### src/rtl/secuenciador_compuerta.sv
// Self-test sequencer for a combinational gate: walks every input vector, waits for the
// gate to settle, samples its output, compares it with TABLA, and keeps a running error summary.
module secuenciador_compuerta #(
    parameter int                  ANCHO  = 2,
    parameter int                  ESPERA = 2,
    parameter logic [2**ANCHO-1:0] TABLA  = 4'b1000
) (
    input  logic             Reloj,
    input  logic             Reset_n,
    input  logic             Inicio,
    input  logic             Salida_Dut,
    output logic [ANCHO-1:0] Entrada_Dut,
    output logic             Ocupado,
    output logic             Fin,
    output logic             Error,
    output logic [ANCHO:0]   Cuenta_Errores,
    output logic [ANCHO-1:0] Primer_Fallo,
    output logic [1:0]       estado_dbg
);

    // Handshake: Inicio is a level request, honoured only in REPOSO or FIN; Ocupado=1 means
    // the request is being served and further Inicio levels are ignored until Fin=1.

    typedef enum logic [1:0] {
        REPOSO   = 2'd0,
        APLICA   = 2'd1,
        MUESTREA = 2'd2,
        FIN      = 2'd3
    } estado_t;

    localparam int             EW         = (ESPERA > 1) ? $clog2(ESPERA) : 1;
    localparam logic [EW-1:0]  ESPERA_ULT = EW'(ESPERA - 1);
    localparam logic [ANCHO:0] ULTIMO     = {1'b0, {ANCHO{1'b1}}};

    estado_t          estado, estado_sig;
    logic [ANCHO:0]   vector, vector_sig;
    logic [EW-1:0]    espera, espera_sig;
    logic             error_sig;
    logic [ANCHO:0]   cuenta_sig;
    logic [ANCHO-1:0] primer_sig;
    logic             ocupado_sig;
    logic             fin_sig;
    logic [ANCHO-1:0] entrada_sig;

    always_comb begin
        estado_sig = estado;
        vector_sig = vector;
        espera_sig = espera;
        error_sig  = Error;
        cuenta_sig = Cuenta_Errores;
        primer_sig = Primer_Fallo;

        case (estado)
            REPOSO, FIN: begin
                if (Inicio) begin
                    estado_sig = APLICA;
                    vector_sig = '0;
                    espera_sig = '0;
                    error_sig  = 1'b0;
                    cuenta_sig = '0;
                    primer_sig = '0;
                end
            end
            APLICA: begin
                if (espera == ESPERA_ULT) estado_sig = MUESTREA;
                else                      espera_sig = espera + 1'b1;
            end
            MUESTREA: begin
                if (Salida_Dut != TABLA[vector[ANCHO-1:0]]) begin
                    cuenta_sig = Cuenta_Errores + 1'b1;
                    error_sig  = 1'b1;
                    if (!Error) primer_sig = vector[ANCHO-1:0];
                end
                // The run ends on the last-vector compare; the extra vector bit never wraps.
                if (vector == ULTIMO) begin
                    estado_sig = FIN;
                end else begin
                    vector_sig = vector + 1'b1;
                    espera_sig = '0;
                    estado_sig = APLICA;
                end
            end
            default: estado_sig = REPOSO;
        endcase

        // Outputs are computed from the next state so that they come straight out of flops.
        ocupado_sig = (estado_sig == APLICA) || (estado_sig == MUESTREA);
        fin_sig     = (estado_sig == FIN);
        entrada_sig = ocupado_sig ? vector_sig[ANCHO-1:0] : '0;
    end

    always_ff @(posedge Reloj or negedge Reset_n) begin
        if (!Reset_n) begin
            estado         <= REPOSO;
            vector         <= '0;
            espera         <= '0;
            Error          <= 1'b0;
            Cuenta_Errores <= '0;
            Primer_Fallo   <= '0;
            Ocupado        <= 1'b0;
            Fin            <= 1'b0;
            Entrada_Dut    <= '0;
        end else begin
            estado         <= estado_sig;
            vector         <= vector_sig;
            espera         <= espera_sig;
            Error          <= error_sig;
            Cuenta_Errores <= cuenta_sig;
            Primer_Fallo   <= primer_sig;
            Ocupado        <= ocupado_sig;
            Fin            <= fin_sig;
            Entrada_Dut    <= entrada_sig;
        end
    end

    assign estado_dbg = estado;

endmodule

### config.mk
export PLATFORM = sky130hd
export DESIGN_NAME = secuenciador_compuerta
export DESIGN_NICKNAME = d
export VERILOG_FILES = /design/src/rtl/secuenciador_compuerta.sv
export SDC_FILE = /design/constraint.sdc
export NUM_CORES = 1
export LEC_CHECK = 0
export ABC_CLOCK_PERIOD_IN_PS = 2100
export CORE_MARGIN = 4
export CORE_UTILIZATION = 25
export CTS_CLUSTER_DIAMETER = 60
export DETAILED_ROUTE_END_ITERATION = 16
export GPL_TIMING_DRIVEN = 1
export PLACE_DENSITY_LB_ADDON = 0.05
export SLEW_MARGIN = 5
export SYNTH_ARGS = -nofsm -noshare
export SYNTH_HDL_FRONTEND = slang
export SYNTH_SLANG_ARGS = --single-unit
export TNS_END_PERCENT = 1
### constraint.sdc
create_clock -name Reloj -period 2.1 [get_ports Reloj]
set_input_delay 0.42 -clock Reloj [delete_from_list [all_inputs] [get_ports Reloj]]
set_output_delay 0.42 -clock Reloj [all_outputs]
set_load 0.02 [all_outputs]
======== Yosys cells after proc, flatten, opt, wreduce, memory -nomap -nowiden ========
Cells that the tools add are included.
cells by class
  add/sub/neg operators ................... 3
  magnitude comparators ................... 1
  equality and inequality tests ........... 12
  mux-type cells .......................... 23
  reductions and logical operators ........ 8
operator list
  operator                                                               number
  2-bit 2-to-1 mux                                                       7
  3-bit 2-to-1 mux                                                       4
  3-bit case mux with 2 select lines                                     2
  2-bit == test (second input constant)                                  4
  2-bit inequality test (second input constant)                          4
  3-bit by 1-bit adder with 3-bit output (second input constant)         2
  2-bit case mux with 3 select lines                                     1
  3-bit AND reduction                                                    2
  1-bit 2-to-1 mux                                                       5
  2-bit by 1-bit == test with 1-bit output (second input constant)       2
  2-bit case mux with 2 select lines                                     1
  4-bit AND reduction                                                    1
  3-bit by 2-bit == test with 1-bit output (second input constant)       1
  2-bit by 3-bit < comparator with 1-bit output (second input constant)  1
  1-bit case mux with 3 select lines                                     1
  1-bit binary-select mux with 2-bit select                              1
  2-bit logical NOT                                                      1
  1-bit case mux with 2 select lines                                     1
  2-bit AND reduction                                                    1
  2-bit nonzero test                                                     1
  2-bit OR reduction                                                     1
  1-bit adder (second input constant)                                    1
  1-bit logical OR                                                       1
  1-bit inequality test                                                  1
word-level totals
  bits in registers ....................... 16
  output and inout port bits .............. 12
  logic and storage cells ................. 57

======== Depth between registers and ports, before layout ========
Gate-level depths: netlist of run 1.
  depth after elaboration ................. 6
  mapped depth ............................ 7
  gate-level depth less buffers ........... 6

======== Least setup slack after synthesis of run 1 ========
Ideal clock, no wire load.
  path kind ............................... reg-to-reg
  start ................................... reg estado[0], in the netlist estado_dbg[0]
  end ..................................... reg Entrada_Dut[0]
  arrival time ............................ 1.734 ns
  data required time ...................... 1.981 ns
  slack ................................... 0.247 ns
  cell stages (with the launch flop) ...... 7
  buffers on the path ..................... 0
  period minus slack after synthesis ...... 1.853 ns
  path through ............................ dfrtp_1 > inv_1 > ha_1 > and2b_1 > a22oi_1 > ha_1 > and2_1
between the ends
  word-level cells in the longest chain between the ends .. 6
RTL lines
  element                                                                           RTL line  source
  start: declaration                                                                35        estado_t estado, estado_sig;
  start signal: assignment                                                          104       estado <= estado_sig;
  2-bit == test / 2-bit logical NOT (equally long branches)                         53        case (estado)
  2-bit OR reduction                                                                53
  2-bit case mux with 3 select lines (*)                                            53
  via estado_sig[0]                                                                 35
  2-bit by 1-bit == test with 1-bit output / 2-bit == test (equally long branches)  87        ocupado_sig = (estado_sig == APLICA) || (estado_sig == MUESTREA);
  1-bit logical OR (*)                                                              87
  via ocupado_sig                                                                   41        logic ocupado_sig;
  2-bit 2-to-1 mux (*)                                                              89        entrada_sig = ocupado_sig ? vector_sig[ANCHO-1:0] : '0;
  via entrada_sig[0]                                                                43        logic [ANCHO-1:0] entrada_sig;
  end signal: assignment                                                            112       Entrada_Dut <= entrada_sig;
  end: declaration                                                                  12        output logic [ANCHO-1:0] Entrada_Dut,
Mark *: on every way through the listed nets, which the timed path passes. The rest lies on a longest branch.
A chain may end at the register's enable or synchronous reset.

======== Worst setup path in the final report of run 1 ========
  start ................................... reg estado[0], in the netlist estado_dbg[0]
  end ..................................... reg Entrada_Dut[1]
Same word-level chain as after synthesis.

==> reports/qor.txt, run 1 <==
Status -> completed
Detailed Route WL -> 1720 microns
Maximum clock frequency -> 0.532 GHz
Clock Sinks -> 16
Core area -> 0.00310 sq mm
GRT Overall Usage -> 9.44%
Cells after DPL -> 133
Vias in the first global route -> 627
Mean Syn Cell Area -> 11.2 sq um
Worst R2R Start -> estado_dbg[0]
Total congestion overflow -> 0
# diodes -> 0
Worst Path Required -> 2.28 ns
Die width -> 65.3 microns
Hold buffer count at cts -> 0
Synthesized area -> 820 sq um
First-pass GRT wire length -> 3070 microns
P_sw -> 0.526 mW
DRC -> 0
Post-synthesis cell count -> 73
Routed Antenna Nets -> 0
Cell area power density -> 1220 mW/mm^2
Worst Hold Class -> in2async
Final hold vios -> 0
# rows -> 20
Part of the Yosys area used for sequential elements -> 48.9%
Clock Tree Root -> clkbuf_4
Die Ht -> 65.3 microns
RePlAce Congestion -> 0.712
Via count -> 612
Clock Power Share -> 12.4%
CP endpoint kind -> flop
Longest Clk Path Bufs -> 2
Logic pwr share -> 52.0%
Crit path kind -> reg2reg
Leakage -> 0.479 nW
Crit share post-route -> 89.5%
Int Power -> 0.769 mW
Netlist cell types -> 35
CTS tree -> built
Worst-skew pair later-pin latency -> 0.28 ns
Yosys warnings -> 0
# Max-Cap Violations -> 0
Initial antenna violation count -> 0
HPWL Detailed -> 1320 microns
Most common cell after layout, fill and taps aside -> dfrtp_1
Switching Share -> 40.6%
DR iter-0 viols -> 19
Post-Route Setup TNS -> 0 ns
Final Power -> 1.30 mW
Avg WL per Cell -> 12.7 microns
Final nets -> 103
# setup viols final -> 0
Period minus WS final -> 1.88 ns
Drt pass-1 iters -> 4
Worst Clk Skew -> 0.00671 ns
RSZ-0062 raised after global routing -> false
H-tree Lvls -> 1
Worst-margin pin slew -> 0.310 ns
Port-buffer cells -> 15
Register share of total power -> 35.6%
Share of cells above drive strength 1 -> 13.0%
Post_cts resized -> 0
Fin cells -> 136
Largest net degree at the start of global routing -> 17
Highest ir drop seen on vdd -> 630 uV
CTS clk-pin slew, worst paths -> 0.10 ns
Max Slew Vio Count -> 0
Crit path arrival time -> 2.06 ns
Via/cell ratio -> 4.50
Die Footprint -> 0.00426 sq mm
Most frequent cells in the layout -> dfrtp_1 (16), clkdlybuf4s50_1 (15), nand2_1 (6)
CTS Buf Count -> 3
Register bit count reported by yosys -> 16
I/O pin total -> 16
Initial Util -> 26.4%
Syn_nets -> 82
Post-CTS Setup Inserts -> 0
Critical Path Start -> estado_dbg[0]
Worst Path Max Fanout -> 6
Slew HR -> 79.1%
Synthesis-to-layout area growth -> 29.5%
Worst Setup Start Kind -> flop
-- state kept, by name, summed over array words and instances, names as in the netlist --
signal	flops
vector	3
Primer_Fallo	2
Ocupado	1
espera	1
estado_dbg	2
Cuenta_Errores	3
Entrada_Dut	2
Fin	1
Error	1
-- path summary, 6_finish.rpt --
check / end / slack, ns / cells after the start
max: Entrada_Dut[1] / 0.22 / 6
min: Entrada_Dut[0] / 0.45 / 2
max reg2reg: Entrada_Dut[1] / 0.22 / 6
min reg2reg: espera / 0.52 / 1
max in group asynchronous: espera / 1.46 / 2
min in group Reloj: espera / 0.52 / 1
-- power groups by stage --
stage	logic, mW	clock network (mW)	registers (mW)
6_report	0.674	0.160	0.462
5_1_grt	0.761	0.194	0.475
3_5_place_dp	0.691	0	0.469
2_1_floorplan	0.366	0	0.528
3_3_place_gp	0.691	0	0.473
4_1_cts	0.693	0.175	0.464
-- Yosys cell counts --
master	instances	area share, %
inv_1	3	1.4
nand4_1	2	1.5
a22oi_1	1	0.92
a22o_1	3	3.2
nor4b_1	1	1.1
a211o_1	1	1.1
nand2_1	6	2.7
nand3b_1	2	1.8
mux2_4	1	1.8
a21boi_0	1	0.92
nor3_2	1	1.2
and2_1	2	1.5
a211oi_1	1	0.92
dfrtp_1	16	49
ha_1	5	7.6
and2b_1	1	0.92
o22ai_1	1	0.76
nor2_2	1	0.76
nor2b_4	1	1.7
nand3_1	3	1.8
nand4b_1	1	1.1
clkbuf_1	1	0.46
mux2_1	1	1.4
and3_1	1	0.76
xnor2_2	1	2.0
o31a_1	1	1.1
o32ai_1	1	1.1
nand2b_1	3	2.3
o22a_1	1	1.1
o21a_1	1	0.92
buf_2	1	0.61
nor2_1	2	0.92
o21ai_0	3	1.8
o211ai_1	1	0.92
and2b_2	1	1.1
-- per-layer routing --
layer / GRT usage, % / part of all wire, %
met2: 14.9 / 46
met3: 3.25 / 4.2
met4: 2.33 / 1.0
met5: 0 / 0
met1: 12.3 / 48
-- final cells by class --
class / instances / area [sq um]
well taps: 44 / 55.1
flip-flops and latches: 16 / 400
multi-input cells: 52 / 399
inverters: 3 / 11.3
fillers: 346 / 2040
repair buffers: 18 / 173
clock buffers: 3 / 22.5
-- kinds of logic after synthesis --
| kind of cell | synth area share, % |
|---|---|
| mux | 3.21 |
| xor+xnor | 1.99 |
| fa+ha+maj | 7.63 |
| buf+inv | 2.44 |
| compound gates | 14.7 |
| simple gates | 21.2 |
| flops | 48.9 |
-- worst max-delay path, cell delays in order, from the launching register on --
cell and delay [ns]:
dfrtp_1 0.42, inv_1 0.08, ha_1 0.36, and2b_1 0.23, a22oi_1 0.25, ha_1 0.29
and2_1 0.14
-- stage by stage --
step | hold slack (ns) | util, % | worst slack (ns) | area (sq um)
after floorplan | 0.124 | - | 0.247 | 820
after global placement | 0.503 | 33.5 | 0.130 | 1040
after detailed placement | 0.502 | 33.5 | 0.0735 | 1040
after CTS | 0.453 | 34.2 | 0.177 | 1060
after global routing | 0.454 | 34.2 | 0.0357 | 1060
final | 0.449 | 34.2 | 0.220 | 1060
(Power assumes the default switching activity.)
==> run 2: changes to the inputs <==
- ABC_CLOCK_PERIOD_IN_PS: 2100 -> not set
==> results of run 2 <==
No change in the layout: final DEF, timing and power equal those of run 1.
